--- src/rtl/residual_add_buffer.sv ---
// Residual join: saturating a+b per beat, collected into a SEQ_LEN x EMB_DIM matrix; launches layer norm.
// Latency: out_valid/ln_start rise the edge after the last beat. Backpressure: in_ready low while a matrix waits for out_ready.
module residual_add_buffer #(
    parameter int DATA_WIDTH = 16,
    parameter int SEQ_LEN    = 8,
    parameter int EMB_DIM    = 8
) (
    input  logic                                     clk,
    input  logic                                     rst_n,
    input  logic                                     in_valid,
    output logic                                     in_ready,
    input  logic [DATA_WIDTH-1:0]                    in_a,
    input  logic [DATA_WIDTH-1:0]                    in_b,
    output logic                                     out_valid,
    input  logic                                     out_ready,
    output logic                                     ln_start,
    output logic [DATA_WIDTH*SEQ_LEN*EMB_DIM-1:0]    x_out,
    output logic [$clog2(SEQ_LEN*EMB_DIM+1)-1:0]     sat_count
);
    localparam int N  = SEQ_LEN * EMB_DIM;
    localparam int IW = $clog2(N);
    localparam int SW = $clog2(N + 1);
    localparam logic [IW-1:0] LAST_IDX = IW'(N - 1);
    localparam logic [SW-1:0] SAT_MAX  = SW'(N);

    typedef enum logic {S_FILL, S_HOLD} state_t;

    state_t                state, state_nxt;
    logic [IW-1:0]         idx;
    logic                  accept, last_beat, take;
    logic [DATA_WIDTH:0]   sum;
    logic                  clip;
    logic [DATA_WIDTH-1:0] sat_val;

    assign accept    = in_valid && in_ready;
    assign last_beat = accept && (idx == LAST_IDX);
    assign take      = out_valid && out_ready;

    // One guard bit: overflow shows up as the top two sum bits disagreeing.
    always_comb begin
        sum  = {in_a[DATA_WIDTH-1], in_a} + {in_b[DATA_WIDTH-1], in_b};
        clip = sum[DATA_WIDTH] != sum[DATA_WIDTH-1];
        if (!clip)
            sat_val = sum[DATA_WIDTH-1:0];
        else if (sum[DATA_WIDTH])
            sat_val = {1'b1, {(DATA_WIDTH-1){1'b0}}};
        else
            sat_val = {1'b0, {(DATA_WIDTH-1){1'b1}}};
    end

    always_comb begin
        state_nxt = state;
        case (state)
            S_FILL: if (last_beat) state_nxt = S_HOLD;
            S_HOLD: if (take)      state_nxt = S_FILL;
            default:               state_nxt = S_FILL;
        endcase
    end

    // Handshake outputs are flops fed from next-state, so in_ready never depends on in_valid.
    always_ff @(posedge clk or negedge rst_n) begin
        if (!rst_n) begin
            state     <= S_FILL;
            in_ready  <= 1'b1;
            out_valid <= 1'b0;
            ln_start  <= 1'b0;
        end else begin
            state     <= state_nxt;
            in_ready  <= (state_nxt == S_FILL);
            out_valid <= (state_nxt == S_HOLD);
            ln_start  <= last_beat;
        end
    end

    always_ff @(posedge clk or negedge rst_n) begin
        if (!rst_n) begin
            idx       <= '0;
            x_out     <= '0;
            sat_count <= '0;
        end else if (accept) begin
            x_out[int'(idx)*DATA_WIDTH +: DATA_WIDTH] <= sat_val;
            idx <= last_beat ? '0 : idx + IW'(1);
            if (clip && sat_count != SAT_MAX)
                sat_count <= sat_count + SW'(1);
        end else if (take) begin
            sat_count <= '0;
        end
    end
endmodule

--- config.mk ---
export PLATFORM = sky130hd
export DESIGN_NAME = residual_add_buffer
export DESIGN_NICKNAME = d
export VERILOG_FILES = /design/src/rtl/residual_add_buffer.sv
export SDC_FILE = /design/constraint.sdc
export NUM_CORES = 2
export LEC_CHECK = 0
export ABC_AREA = 1
export BUFFER_PORTS_ARGS = -buffer_cell sky130_fd_sc_hd__buf_2
export CELL_PAD_IN_SITES_DETAIL_PLACEMENT = 0
export CELL_PAD_IN_SITES_GLOBAL_PLACEMENT = 1
export CORE_AREA = 2 2 415 417
export CTS_CLUSTER_DIAMETER = 80
export CTS_CLUSTER_SIZE = 24
export DETAILED_ROUTE_END_ITERATION = 12
export DIE_AREA = 0 0 417 419
export PLACE_DENSITY_LB_ADDON = 0.05
export SLEW_MARGIN = 0
export SYNTH_ARGS = -nofsm -noshare
export SYNTH_HDL_FRONTEND = slang
export SYNTH_SLANG_ARGS = --single-unit
--- constraint.sdc ---
create_clock -name clk -period 8.5 [get_ports clk]
set_input_delay 0.425 -clock clk [delete_from_list [all_inputs] [get_ports clk]]
set_output_delay 0.425 -clock clk [all_outputs]
set_load 0.02 [all_outputs]
==> flow_summary.html <==
<table>
<tr><th>Metric</th><th>Value</th></tr>
<tr><th colspan="2">Worst setup path</th></tr>
<tr><td>Flop2flop setup slack</td><td>4.20 ns</td></tr>
<tr><td>Most prevalent standard cell on the critical path</td><td>sky130_fd_sc_hd__nand2_1</td></tr>
<tr><td>Highest net fanout along the worst path</td><td>129</td></tr>
<tr><td>Required @ worst endpoint</td><td>9.06 ns</td></tr>
<tr><td>Worst path top cell family by delay</td><td>buffers and inverters</td></tr>
<tr><td>Category of the most critical setup path</td><td>reg -&gt; reg</td></tr>
<tr><td>Cell type of the slowest stage on the worst timing path</td><td>sky130_fd_sc_hd__inv_8</td></tr>
<tr><td>Largest stage delay on the critical path</td><td>0.75 ns</td></tr>
<tr><td>Kind of end point of the critical path</td><td>register</td></tr>
<tr><td>Critical path, cell by cell</td><td>nor3_1, nand2_1, nand2_4, inv_8, buf_4, nand3_2, nor2_2, inv_2, nand2_1, o21ai_0</td></tr>
<tr><td>Buf+Inv Stages, Crit Path</td><td>3</td></tr>
<tr><td>Sort of element at the start of the critical path</td><td>register</td></tr>
<tr><td>Crit path DAT</td><td>4.87 ns</td></tr>
<tr><th colspan="2">Global routing</th></tr>
<tr><td>Initial antenna violation count</td><td>1</td></tr>
<tr><td>Sum of overflow across all layers after global routing</td><td>0</td></tr>
<tr><td>Largest net degree at the start of global routing</td><td>134</td></tr>
<tr><td>Vias in the first global route</td><td>35,327</td></tr>
<tr><td>Global-route wire length before repair</td><td>291,000 µm</td></tr>
<tr><td>Total Routing Usage GR</td><td>23.3%</td></tr>
<tr><th colspan="2">Routing</th></tr>
<tr><td>Sum of routed wire length over all layers</td><td>209,000 µm</td></tr>
<tr><td>Average wire length per cell after detail routing</td><td>27.3 µm</td></tr>
<tr><td>Overall via count from detail_route</td><td>35,491</td></tr>
<tr><td>Number of routed nets with antenna violations</td><td>0</td></tr>
<tr><td>Number of DRC markers after the initial detailed-route iteration</td><td>2,601</td></tr>
<tr><td># DRC</td><td>0</td></tr>
<tr><td>Number of optimization iterations in the first detailed-route pass</td><td>7</td></tr>
<tr><td>Average via count per standard cell</td><td>4.62</td></tr>
<tr><th colspan="2">Timing</th></tr>
<tr><td>Rel. slew slack</td><td>15.9%</td></tr>
<tr><td>Final critical-path required period</td><td>4.30 ns</td></tr>
<tr><td>RSZ-0062 raised after global routing</td><td>no</td></tr>
<tr><td>Total negative setup slack</td><td>0 ns</td></tr>
<tr><td>Finish-stage setup viols</td><td>0</td></tr>
<tr><td>Slew at the pin with the worst max-slew slack</td><td>1.26 ns</td></tr>
<tr><td>Final hold violation count</td><td>0</td></tr>
<tr><td>Highest clock rate</td><td>0.232 GHz</td></tr>
<tr><td>Post-Route Skew</td><td>0.0311 ns</td></tr>
<tr><td>Period utilization</td><td>50.6%</td></tr>
<tr><td>Count of pins over their slew limit</td><td>0</td></tr>
<tr><th colspan="2">Synth</th></tr>
<tr><td>Distinct cell type count of the synthesized netlist</td><td>50</td></tr>
<tr><td>Area share of the largest cell type after synthesis</td><td>61.1%</td></tr>
<tr><td>Netlist Area Pre-Place</td><td>42,500 µm²</td></tr>
<tr><td>Number of synthesized flops with an enable pin</td><td>0</td></tr>
<tr><td>Top post-synthesis cells by area</td><td>sky130_fd_sc_hd__dfrtp_1 (61%), sky130_fd_sc_hd__nand2_1 (13%), sky130_fd_sc_hd__o21ai_0 (6.6%), sky130_fd_sc_hd__nand4_1 (3.6%), sky130_fd_sc_hd__nor2_1 (1.5%)</td></tr>
<tr><td>Yosys top cell by area</td><td>sky130_fd_sc_hd__dfrtp_1</td></tr>
<tr><td>Number of warnings issued by yosys</td><td>0</td></tr>
<tr><td>Main synth FF type</td><td>sky130_fd_sc_hd__dfrtp_1</td></tr>
<tr><td>Yosys reg bits</td><td>1,040</td></tr>
<tr><td>Mean post-synth cell area</td><td>9.57 µm²</td></tr>
<tr><td>Register area share after synthesis</td><td>61.2%</td></tr>
<tr><td>Fraction of synthesis flops using an asynchronous set or reset pin</td><td>100%</td></tr>
<tr><td>Total nets after synthesis</td><td>4,500</td></tr>
<tr><td>Cell count after synthesis</td><td>4,442</td></tr>
<tr><th colspan="2">Floorplanning</th></tr>
<tr><td># IOs</td><td>1,070</td></tr>
<tr><td>Full die area</td><td>175,000 µm²</td></tr>
<tr><td>Height of the die</td><td>419 µm</td></tr>
<tr><td>Die width</td><td>417 µm</td></tr>
<tr><td>Area of the core region</td><td>171,000 µm²</td></tr>
<tr><td>Total number of placement rows</td><td>152</td></tr>
<tr><td>Starting density of the core</td><td>24.9%</td></tr>
<tr><th colspan="2">Placed design</th></tr>
<tr><td>RD Place Congestion</td><td>0.809</td></tr>
<tr><td>HPWL after detailed placement</td><td>153,000 µm</td></tr>
<tr><td>Count of buffers inserted at the top-level ports</td><td>1,069</td></tr>
<tr><td>Placed instance count</td><td>7,511</td></tr>
<tr><th colspan="2">Clocking</th></tr>
<tr><td>TritonCTS buffer count</td><td>89</td></tr>
<tr><td>Buffer type at the clock tree root</td><td>sky130_fd_sc_hd__clkbuf_16</td></tr>
<tr><td>Max H-tree Level</td><td>3</td></tr>
<tr><td>Clock-pin slew on the worst setup and hold paths</td><td>0.09 ns</td></tr>
<tr><td>Sinks on Clock Net</td><td>1,040</td></tr>
<tr><td>Buffer count from post-CTS setup fixing</td><td>0</td></tr>
<tr><td>Number of buffers on the longest clock path</td><td>3</td></tr>
<tr><td>Clock tree from TritonCTS</td><td>built</td></tr>
<tr><td>Insertion delay to the later sink of the worst-skew pair</td><td>0.72 ns</td></tr>
<tr><th colspan="2">Outcome</th></tr>
<tr><td>Run status</td><td>finished clean</td></tr>
<tr><th colspan="2">Min path</th></tr>
<tr><td>Type of the tightest min-delay check</td><td>in -&gt; async</td></tr>
<tr><th colspan="2">Final layout</th></tr>
<tr><td>Synthesis-to-layout area growth</td><td>24.9%</td></tr>
<tr><td>Fraction of final layout cells with drive strength greater than 1</td><td>27.4%</td></tr>
<tr><td>Post-Layout Cell Count</td><td>7,682</td></tr>
<tr><td>Most common cell after layout, fill and taps aside</td><td>sky130_fd_sc_hd__nand2_1</td></tr>
<tr><td>Fill cells</td><td>18,294</td></tr>
<tr><td>Most frequent cells in the layout</td><td>sky130_fd_sc_hd__nand2_1 (1,484), sky130_fd_sc_hd__buf_2 (1,068), sky130_fd_sc_hd__dfrtp_1 (1,039)</td></tr>
<tr><td>Layout Nets</td><td>5,429</td></tr>
<tr><th colspan="2">Power</th></tr>
<tr><td>Maximum VDD drop</td><td>0.400 mV</td></tr>
<tr><td>Pwr Density</td><td>358 nW/µm²</td></tr>
<tr><td>Pleak</td><td>27.5 nW</td></tr>
<tr><th colspan="2">Flow run</th></tr>
<tr><td>Max-Cap Viols</td><td>0</td></tr>
</table>
-- per-layer routing --
layer  GRT usage (%)  wire (µm)  vias to the layer above
li1                -          -                    16544
met2            39.9     103000                      955
met3            5.51      12800                      253
met5               0          0                        -
met1            27.8      83200                    17739
met4            10.4      10300                        0
-- cell families (layout without fill, tap and decap cells) --
| group | Yosys count | after routing | share of synthesized area (%) |
|---|---|---|---|
| compound gates | 805 | 805 | 9.65 |
| xor+xnor | 17 | 17 | 0.438 |
| fa+ha+maj | 22 | 22 | 0.665 |
| buf+inv | 443 | 1448 | 4.62 |
| flops | 1040 | 1040 | 61.2 |
| mux | 3 | 3 | 0.0794 |
| other cells | 0 | 2 | 0 |
| simple gates | 2112 | 2112 | 23.3 |
-- synthesized netlist by cell type (17+ instances only) --
| cell type | count |
|---|---|
| sky130_fd_sc_hd__nand2_1 | 1484 |
| sky130_fd_sc_hd__dfrtp_1 | 1039 |
| sky130_fd_sc_hd__o21ai_0 | 563 |
| sky130_fd_sc_hd__nand4_1 | 248 |
| sky130_fd_sc_hd__nor2_1 | 170 |
| sky130_fd_sc_hd__inv_1 | 134 |
| sky130_fd_sc_hd__clkbuf_1 | 120 |
| sky130_fd_sc_hd__a21oi_1 | 113 |
| sky130_fd_sc_hd__buf_2 | 106 |
| sky130_fd_sc_hd__o21ai_1 | 99 |
| sky130_fd_sc_hd__nor2_4 | 51 |
| sky130_fd_sc_hd__nor2_2 | 39 |
| sky130_fd_sc_hd__inv_2 | 30 |
| sky130_fd_sc_hd__buf_4 | 27 |
| sky130_fd_sc_hd__nand3_1 | 26 |
| sky130_fd_sc_hd__nand4_4 | 26 |
| sky130_fd_sc_hd__o31ai_1 | 23 |
| sky130_fd_sc_hd__ha_1 | 21 |
| sky130_fd_sc_hd__nand2_4 | 17 |
-- worst reg2reg max path, delay by kind of cell (launching register included) --
family          cells  cell delay (ns)
flops               1             0.60
buf+inv             3             1.83
simple gates        6             1.66
compound gates      1             0.09
-- area by class of cell --
class	count	area (µm²)	share of cell area, %
Antenna cell	2	5.00	0.00942
Clock buffer	93	2280	4.30
Clock inverter	74	1030	1.95
Inverter	165	634	1.19
Multi-Input combinational cell	2959	14500	27.4
Sequential cell	1040	26000	49.0
Tap cell	2233	2790	5.26
Timing Repair Buffer	1116	5790	10.9
-- flip-flops by register name, indices dropped and copies added (netlist names) --
name / count
x_out: 1024
ln_start: 1
idx: 6
state: 1
sat_count: 7
in_ready: 1
-- power breakdown --
| part | switching, W | internal (W) | total (W) |
|---|---|---|---|
| Clock | 0.00245 | 0.00227 | 0.00473 |
| Combinational | 0.00623 | 0.00159 | 0.00782 |
| Sequential | 0.000556 | 0.00591 | 0.00647 |
-- path summary, 6_finish.rpt --
kind                       cells after the start          end        from
min in group clk                               7     x_out[9]     in_b[9]
setup reg to reg                              10    x_out[31]      idx[2]
max in group asynchronous                      4  x_out[1002]       rst_n
hold / removal                                 2   x_out[713]       rst_n
hold reg to reg                                2   x_out[526]  x_out[526]
setup / recovery                              10    x_out[31]      idx[2]
-- timing repair --
action,CTS,global route
hold endpoints to repair,86,0
hold buffers,2,0
gates resized for setup,0,0
-- stage by stage --
stage / hold WS [ns] / total power, W / util, % / cell area, µm² / setup slack [ns]
2_1_floorplan: 0.129 / 0.0109 / - / 42500 / 5.62
3_3_place_gp: 0.458 / 0.0146 / 29.2 / 49800 / 4.05
3_5_place_dp: 0.461 / 0.0146 / 29.2 / 49800 / 3.98
4_1_cts: 0.340 / 0.0194 / 31.1 / 53100 / 3.96
5_1_grt: 0.358 / 0.0201 / 31.1 / 53100 / 3.72
6_report: 0.325 / 0.0190 / 31.1 / 53100 / 4.20
No activity file was read; power rests on OpenSTA's default activity.
